$ cat src/rtl/bram_stream_reader.sv
// BRAM readout stage: streams `len` words starting at `base_addr` as an AXI4-Stream master.
// Optional RD_SUM_EN adds sum_out, the running sum of accepted beats for the current/last transfer.
module bram_stream_reader #(
  parameter int DATA_W = 32,
  parameter int ADDR_W = 4,
  parameter int DEPTH  = 16
) (
  input  logic              clk,
  input  logic              rst_n,
  input  logic              start,
  input  logic [ADDR_W-1:0] base_addr,
  input  logic [ADDR_W:0]   len,
  output logic              busy,
  output logic              done,
  output logic              bram_en,
  output logic [ADDR_W-1:0] bram_addr,
  input  logic [DATA_W-1:0] bram_dout,
  output logic [DATA_W-1:0] m_tdata,
  output logic              m_tvalid,
  input  logic              m_tready,
`ifdef RD_SUM_EN
  output logic [DATA_W-1:0] sum_out,
`endif
  output logic              m_tlast
);

  typedef enum logic [1:0] {
    IDLE  = 2'd0,
    RUN   = 2'd1,
    DRAIN = 2'd2
  } state_e;

  localparam logic [ADDR_W:0] DEPTH_L = DEPTH[ADDR_W:0];
  localparam logic [ADDR_W:0] ONE_L   = {{ADDR_W{1'b0}}, 1'b1};

  state_e            state_q;
  logic [ADDR_W-1:0] base_q;
  logic [ADDR_W:0]   len_q;
  logic [ADDR_W:0]   rd_cnt_q;
  logic [ADDR_W:0]   rd_cnt_d;
  logic [ADDR_W:0]   tx_cnt_q;
  logic [ADDR_W:0]   tx_cnt_d;
  logic              busy_q;
  logic              done_q;
  logic              inflight_q;
  logic [DATA_W-1:0] buf_q [2];
  logic              rd_ptr_q;
  logic              wr_ptr_q;
  logic [1:0]        occ_q;
  logic [ADDR_W:0]   addr_sum_s;
  logic [2:0]        level_s;
  logic              pop_s;
  logic              push_s;
  logic              start_acc_s;

  assign start_acc_s = (state_q == IDLE) && start;
  assign pop_s       = m_tvalid && m_tready;
  assign push_s      = inflight_q;
  assign rd_cnt_d    = rd_cnt_q + {{ADDR_W{1'b0}}, bram_en};
  assign tx_cnt_d    = tx_cnt_q + {{ADDR_W{1'b0}}, pop_s};

  // Address wraps modulo DEPTH; the sum never reaches 2*DEPTH.
  assign addr_sum_s = {1'b0, base_q} + rd_cnt_q;
  assign bram_addr  = (addr_sum_s >= DEPTH_L) ? (addr_sum_s[ADDR_W-1:0] - DEPTH_L[ADDR_W-1:0])
                                              : addr_sum_s[ADDR_W-1:0];

  assign busy     = busy_q;
  assign done     = done_q;
  assign m_tvalid = (occ_q != 2'd0);
  assign m_tdata  = buf_q[rd_ptr_q];
  assign m_tlast  = m_tvalid && (tx_cnt_q == (len_q - ONE_L));

  // Credit check: buffered words plus the read still in the BRAM, less this cycle's pop, must leave room.
  always_comb begin
    level_s = {1'b0, occ_q} + {2'b00, inflight_q} - {2'b00, pop_s};
    bram_en = 1'b0;
    if ((state_q == RUN) && (rd_cnt_q != len_q) && (level_s < 3'd2)) begin
      bram_en = 1'b1;
    end else begin
      bram_en = 1'b0;
    end
  end

  // Transfer control FSM with counters, busy and the done pulse.
  always_ff @(posedge clk or negedge rst_n) begin
    if (!rst_n) begin
      state_q  <= IDLE;
      base_q   <= {ADDR_W{1'b0}};
      len_q    <= {(ADDR_W+1){1'b0}};
      rd_cnt_q <= {(ADDR_W+1){1'b0}};
      tx_cnt_q <= {(ADDR_W+1){1'b0}};
      busy_q   <= 1'b0;
      done_q   <= 1'b0;
    end else begin
      done_q <= 1'b0;
      case (state_q)
        IDLE: begin
          if (start) begin
            rd_cnt_q <= {(ADDR_W+1){1'b0}};
            tx_cnt_q <= {(ADDR_W+1){1'b0}};
            if (len != {(ADDR_W+1){1'b0}}) begin
              base_q  <= base_addr;
              len_q   <= len;
              busy_q  <= 1'b1;
              state_q <= RUN;
            end else begin
              done_q <= 1'b1;
            end
          end
        end
        RUN: begin
          rd_cnt_q <= rd_cnt_d;
          tx_cnt_q <= tx_cnt_d;
          if (rd_cnt_d == len_q) begin
            state_q <= DRAIN;
          end
        end
        DRAIN: begin
          tx_cnt_q <= tx_cnt_d;
          // Finish on the edge that accepts the final beat so done follows it directly.
          if (tx_cnt_d == len_q) begin
            done_q  <= 1'b1;
            busy_q  <= 1'b0;
            state_q <= IDLE;
          end
        end
        default: begin
          busy_q  <= 1'b0;
          state_q <= IDLE;
        end
      endcase
    end
  end

  // Two-entry output buffer fed by the BRAM one cycle after each read.
  always_ff @(posedge clk or negedge rst_n) begin
    if (!rst_n) begin
      inflight_q <= 1'b0;
      buf_q[0]   <= {DATA_W{1'b0}};
      buf_q[1]   <= {DATA_W{1'b0}};
      rd_ptr_q   <= 1'b0;
      wr_ptr_q   <= 1'b0;
      occ_q      <= 2'd0;
    end else begin
      inflight_q <= bram_en;
      if (push_s) begin
        buf_q[wr_ptr_q] <= bram_dout;
        wr_ptr_q        <= ~wr_ptr_q;
      end
      if (pop_s) begin
        rd_ptr_q <= ~rd_ptr_q;
      end
      occ_q <= occ_q + {1'b0, push_s} - {1'b0, pop_s};
    end
  end

`ifdef RD_SUM_EN
  logic [DATA_W-1:0] sum_q;

  assign sum_out = sum_q;

  // Running sum of accepted beats, restarted by every accepted start.
  always_ff @(posedge clk or negedge rst_n) begin
    if (!rst_n) begin
      sum_q <= {DATA_W{1'b0}};
    end else if (start_acc_s) begin
      sum_q <= {DATA_W{1'b0}};
    end else if (pop_s) begin
      sum_q <= sum_q + m_tdata;
    end else begin
      sum_q <= sum_q;
    end
  end
`endif

endmodule

$ cat config.mk
export PLATFORM = sky130hd
export DESIGN_NAME = bram_stream_reader
export DESIGN_NICKNAME = d
export VERILOG_FILES = /design/src/rtl/bram_stream_reader.sv
export SDC_FILE = /design/constraint.sdc
export NUM_CORES = 1
export LEC_CHECK = 0
export ABC_CLOCK_PERIOD_IN_PS = 3090
export CAP_MARGIN = 15
export CORE_ASPECT_RATIO = 0.6
export CORE_UTILIZATION = 45
export CTS_CLUSTER_DIAMETER = 100
export CTS_CLUSTER_SIZE = 40
export DETAILED_ROUTE_END_ITERATION = 10
export PLACE_DENSITY = 0.71
export RECOVER_POWER = 50
export SYNTH_ARGS = -nofsm -noshare
export SYNTH_HDL_FRONTEND = slang
export SYNTH_SLANG_ARGS = --single-unit
$ cat constraint.sdc
create_clock -name clk -period 3.09 [get_ports clk]
set_input_delay 0.927 -clock clk [delete_from_list [all_inputs] [get_ports clk]]
set_output_delay 0.927 -clock clk [all_outputs]
set_load 0.05 [all_outputs]
After elaboration in Yosys (flattened, before gate mapping)

Cells that the tools add are included.

Bits in registers: 92
Bits in latches: 0
ROM bits: 0
Memories kept: 0
RAM bits: 0
Logic and storage cells: 79
Output and inout port bits: 41

Divide/modulo/power cells: 0
Muxes and demuxes: 23
Reduce and logical (&&, ||, !) cells: 16
Multiply operators: 0
$lt $le $gt $ge: 4
$add $sub $neg: 8
Eq/ne operators: 10
Shifts and indexed selects: 0
Bitwise logic cells: 5

Operators by type and width:

| operator              | count |
|---|---|
| $mux W32              | 4 |
| $bwmux W64            | 1 |
| $demux W32 S1         | 1 |
| $pmux W5 S2           | 2 |
| $eq A5 B5 Y1          | 3 |
| $add A5 B1 Y5         | 2 |
| $mux W2               | 4 |
| $reduce_and A4 Y1     | 2 |
| $mux W1               | 7 |
| $pmux W2 S3           | 1 |
| $reduce_bool A2 Y1    | 3 |
| $logic_and A1 B1 Y1   | 5 |
| $mux W5               | 1 |
| $ne A5 B5 Y1          | 1 |
| $reduce_bool A5 Y1    | 1 |
| $sub A5 B1 Y5 const B | 1 |
| $add A4 B4 Y4         | 1 |
| $ge A2 B2 Y1 const B  | 2 |
| $ne A2 B1 Y1 const B  | 2 |
| $ne A2 B2 Y1 const B  | 2 |
| $not A1 Y2            | 2 |
| $reduce_and A2 Y1     | 2 |
| $add A2 B1 Y3         | 1 |
| $lt A3 B2 Y1 const B  | 1 |
| other kinds (12)      | 14 |

Longest topological paths before layout

Depth after elaboration: 10
Mapped depth: 16
Gate-level depth less buffers: 16

Worst setup path before layout

OpenSTA, ideal clock, no wires.

Path kind: flip-flop to output port
Start point: register len_q[0]
End point: output port m_tlast
Path slack: -1.497 ns
Arrival time: 3.660 ns
Cell stages (with the launch flop): 8
Path through: dfrtp_1 -> clkbuf_1 -> inv_1 -> ha_1 -> xor2_1 -> nor3_1 -> a31oi_1 -> a2111oi_0

Longest elaborated chain between the ends: 3

Ends and longest elaborated chain:

| element                | RTL line | source |
|---|---|---|
| from (decl)            | 38       | `logic [ADDR_W:0] len_q;` |
| from (signal assigned) | 89       | `len_q <= {(ADDR_W+1){1'b0}};` |
| from (signal assigned) | 103      | `len_q <= len;` |
| $sub A5 B1 Y5          | 71       | `assign m_tlast = m_tvalid && (tx_cnt_q == (len_q - ONE_L));` |
| $eq A5 B5 Y1           | 71       |  |
| $logic_and A1 B1 Y1    | 71       |  |
| to (decl)              | 24       | `output logic m_tlast` |

No other way between the ends.

Final worst setup path

Start point: input port m_tready
End point: output port bram_en

Longest elaborated chain between the ends: 5

Ends and longest elaborated chain:

| element             | RTL line | source |
|---|---|---|
| from (decl)         | 20       | `input logic m_tready,` |
| $logic_and A1 B1 Y1 | 57       | `assign pop_s = m_tvalid && m_tready;` |
| $sub A3 B1 Y3       | 75       | `level_s = {1'b0, occ_q} + {2'b00, inflight_q} - {2'b00, pop_s};` |
| $lt A3 B2 Y1        | 77       | `if ((state_q == RUN) && (rd_cnt_q != len_q) && (level_s < 3'd2)) begin` |
| $logic_and A1 B1 Y1 | 77       |  |
| $mux W1             | 77       |  |
| to (decl)           | 15       | `output logic bram_en,` |

No other way between the ends.

==> summary.txt <==
Die
  • Core Region: 9460 um2
  • Chip height: about 80 um
  • Cell Rows: 27
  • Ports: 86
  • DIE WIDTH: about 130 um
  • Die footprint: 10400 um2
  • Initial Util: 0.477

GRT
  • First-pass GRT wire length: 16800 um
  • GRT Total Usage: 0.211
  • Grt total ovfl: 0
  • Largest net degree at the start of global routing: 59
  • Number of global-route vias before repair: 3261
  • Initial antenna violation count: 0

STA
  • RSZ-0062 raised after global routing: true
  • Final worst setup slack: -0.437 ns
  • Least-Margin Pin Slew: between 1.5 and 2 ns
  • Peak Freq: ~280 MHz
  • Final Hold Vio Count: 0
  • Max-slew headroom: -0.264
  • Tmin final: between 3 and 4 ns
  • # setup viols final: 4
  • Crit share post-route: 1.14
  • Max Slew Vio Count: 36
  • Worst Clk Skew: about 0.0047 ns

Synthesis
  • Most frequently used flop master after synthesis: dfrtp_1
  • Post-Syn Nets: 402
  • Avg Synthesized Cell Area: about 13 um2
  • Yosys reg bits: 92
  • Cells after synthesis: about 340
  • Sequential-to-total area share from yosys stat: 0.510
  • Synth warn: 0
  • Library cells used by synthesis: 40
  • EDFF count, synth: 0
  • Post-Syn Area: 4510 um2
  • Async SR Flop Fraction: 1.00

Flow run
  • Max-cap viol count: 1

Routing
  • 1st-pass router iterations: 4
  • Average wire per standard cell: roughly 17 um
  • # DRC: 0
  • Routed WL: about 10000 um
  • Post-route ant nets: 0
  • Via-per-instance ratio: approximately 5.2
  • Top Layer Used: met4
  • Metal-1 WL: about 5000 um
  • WL met3: roughly 700 um
  • Via count: about 3000
  • Met2 WL post-DR: roughly 4300 um
  • Drt first-iter violations: about 130

Placement
  • Post-Place Setup Slack: -1.11 ns
  • DP Cell Count: between 500 and 600
  • IO Port Bufs: 85
  • Routability Congestion: just under 0.8
  • Detail Placement HPWL: about 7200 um

CTS
  • H-tree Lvls: 3
  • Inserted Clock Buffers: 9
  • Clk sinks: between 90 and 100
  • CTS hold repair buffers: 0
  • CTS tree: built
  • Clock Latency Late Sink: 0.34 ns
  • Clk slew on worst S/H paths: ~0.060 ns
  • Clock buffer depth: 2
  • Clk root buf: clkbuf_16

Critical path
  • CP Max Fanout: 2
  • Worst setup startpoint: m_tready
  • Reg2Reg Setup Slack: -0.10 ns
  • CP required: around 2.2 ns
  • Worst setup path category: in2out
  • R2r endpoint: state_q[0]
  • Worst Path Arrival: roughly 2.6 ns
  • FF-to-FF Start: occ_q[0]
  • Crit end category: primary output
  • R2r worst-path depth: 17
  • CP Launch Type: input port

Min path
  • Hold crit path type: reg2reg
  • Hold depth: 1
  • Min-delay src: buf_q[22]
  • Hold Path End: buf_q[22]

Status
  • Status: finished with violations
  • Violated checks: capacitance limit, slew limit, setup timing

Cells and area
  • Non-Filler Instances: between 500 and 600
  • Commonest cells after routing, fill and taps aside: 105 x mux2_2, 90 x dfrtp_1, 46 x clkdlybuf4s50_1
  • Commonest non-fill, non-tap cell in the layout: mux2_2
  • Layout cell share with drive strength beyond 1: 0.451
  • Synth-to-layout area growth: 42.9%
  • Ant. Diodes: 0
  • Final #Nets: 504
[synthesized netlist by cell type, types with 2 or more instances]
| cell | number | area, um2 |
|---|---|---|
| inv_1 | 11 | 41.3 |
| nor4_1 | 2 | 12.5 |
| a22o_1 | 3 | 26.3 |
| a211o_1 | 2 | 17.5 |
| nand2_1 | 11 | 41.3 |
| buf_1 | 6 | 22.5 |
| a211oi_1 | 2 | 15.0 |
| mux2i_1 | 2 | 20.0 |
| a21oi_1 | 4 | 20.0 |
| a32o_1 | 3 | 30.0 |
| nor2b_1 | 2 | 12.5 |
| clkbuf_1 | 11 | 41.3 |
| ha_1 | 12 | 150 |
| dfrtp_1 | 92 | 2300 |
| nor3_1 | 2 | 10.0 |
| xnor2_1 | 12 | 105 |
| nand2b_1 | 6 | 37.5 |
| o21ai_0 | 9 | 45.0 |
| nor2_1 | 3 | 11.3 |
| a21o_1 | 4 | 30.0 |
| nand3_1 | 5 | 25.0 |
| mux2_2 | 105 | 1180 |
| fa_1 | 2 | 40.0 |
| xor2_1 | 14 | 123 |
| nor3b_1 | 2 | 15.0 |
| o31ai_1 | 2 | 15.0 |
[metal layers]
| metal | global-route usage | up-vias |
|---|---|---|
| li1 | - | 1430 |
| met1 | 0.293 | 1508 |
| met2 | 0.310 | 79 |
| met3 | 0.0717 | 9 |
| met4 | 0.0663 | 0 |
| met5 | 0 | - |
[sequential cells by signal (all words and copies together), names as in the netlist]
| signal | count |
|---|---|
| base_q | 4 |
| busy | 1 |
| done | 1 |
| wr_ptr_q | 1 |
| len_q | 5 |
| inflight_q | 1 |
| state_q | 2 |
| buf_q | 64 |
| rd_cnt_q | 5 |
| occ_q | 2 |
| rd_ptr_q | 1 |
| tx_cnt_q | 5 |
[worst max-delay path, stage by stage]
cell,delay (ns)
buf_12,0.09
inv_12,0.03
nor3b_4,0.19
a21o_1,0.11
ha_2,0.16
inv_2,0.04
fa_2,0.57
nand3_2,0.08
a21oi_4,0.14
buf_6,0.13
buf_12,0.12
[area by class of cell]
class,instances,area (um2)
clock buffers,11,233
flip-flops and latches,92,2300
inverters,11,53.8
fillers,672,3010
clock inverters,5,83.8
repair buffers,109,1390
multi-input cells,222,2220
well taps,130,163
[repair_timing]
action,CTS,global route
endpoints found under the setup margin,9,7
gates resized for setup,12,6
pin swaps,4,7
setup buffers,3,1
[worst max path at each step]
| stage | to | slack [ns] | cells after the start |
|---|---|---|---|
| 3_5_place_dp | state_q[0] | -1.11 | 17 |
| 6_report | bram_en | -0.44 | 11 |
| 2_1_floorplan | state_q[0] | -0.64 | 15 |
| 5_1_grt | bram_en | -0.51 | 11 |
| 3_3_place_gp | state_q[0] | -1.02 | 17 |
| 4_1_cts | bram_en | -0.49 | 12 |
[kinds of logic (layout without fill, tap and decap cells)]
group,Yosys count,in the layout,share of synthesized area
adder cells (fa/ha/maj),14,14,0.0421
multiplexers,107,107,0.266
AO/OA/AOI/OAI,38,38,0.0626
XOR/XNOR,26,26,0.0504
buffers and inverters,29,136,0.0258
flip-flops,92,92,0.510
AND/OR/NAND/NOR,37,37,0.0427
[through the flow]
stage                     utilization  area (um2)  hold slack (ns)  setup TNS, ns
after global placement          0.641        6070            0.481          -5.98
after global routing            0.682        6450            0.515          -6.77
after CTS                       0.680        6430            0.503          -1.46
final                           0.682        6450            0.501          -1.23
after detailed placement        0.641        6070            0.488          -6.54
after floorplan                     -        4610            0.463          -2.31
Power is left out: the tool's default activity adds up to more than one toggle a clock period on the data nets, which glitch-free logic cannot reach.
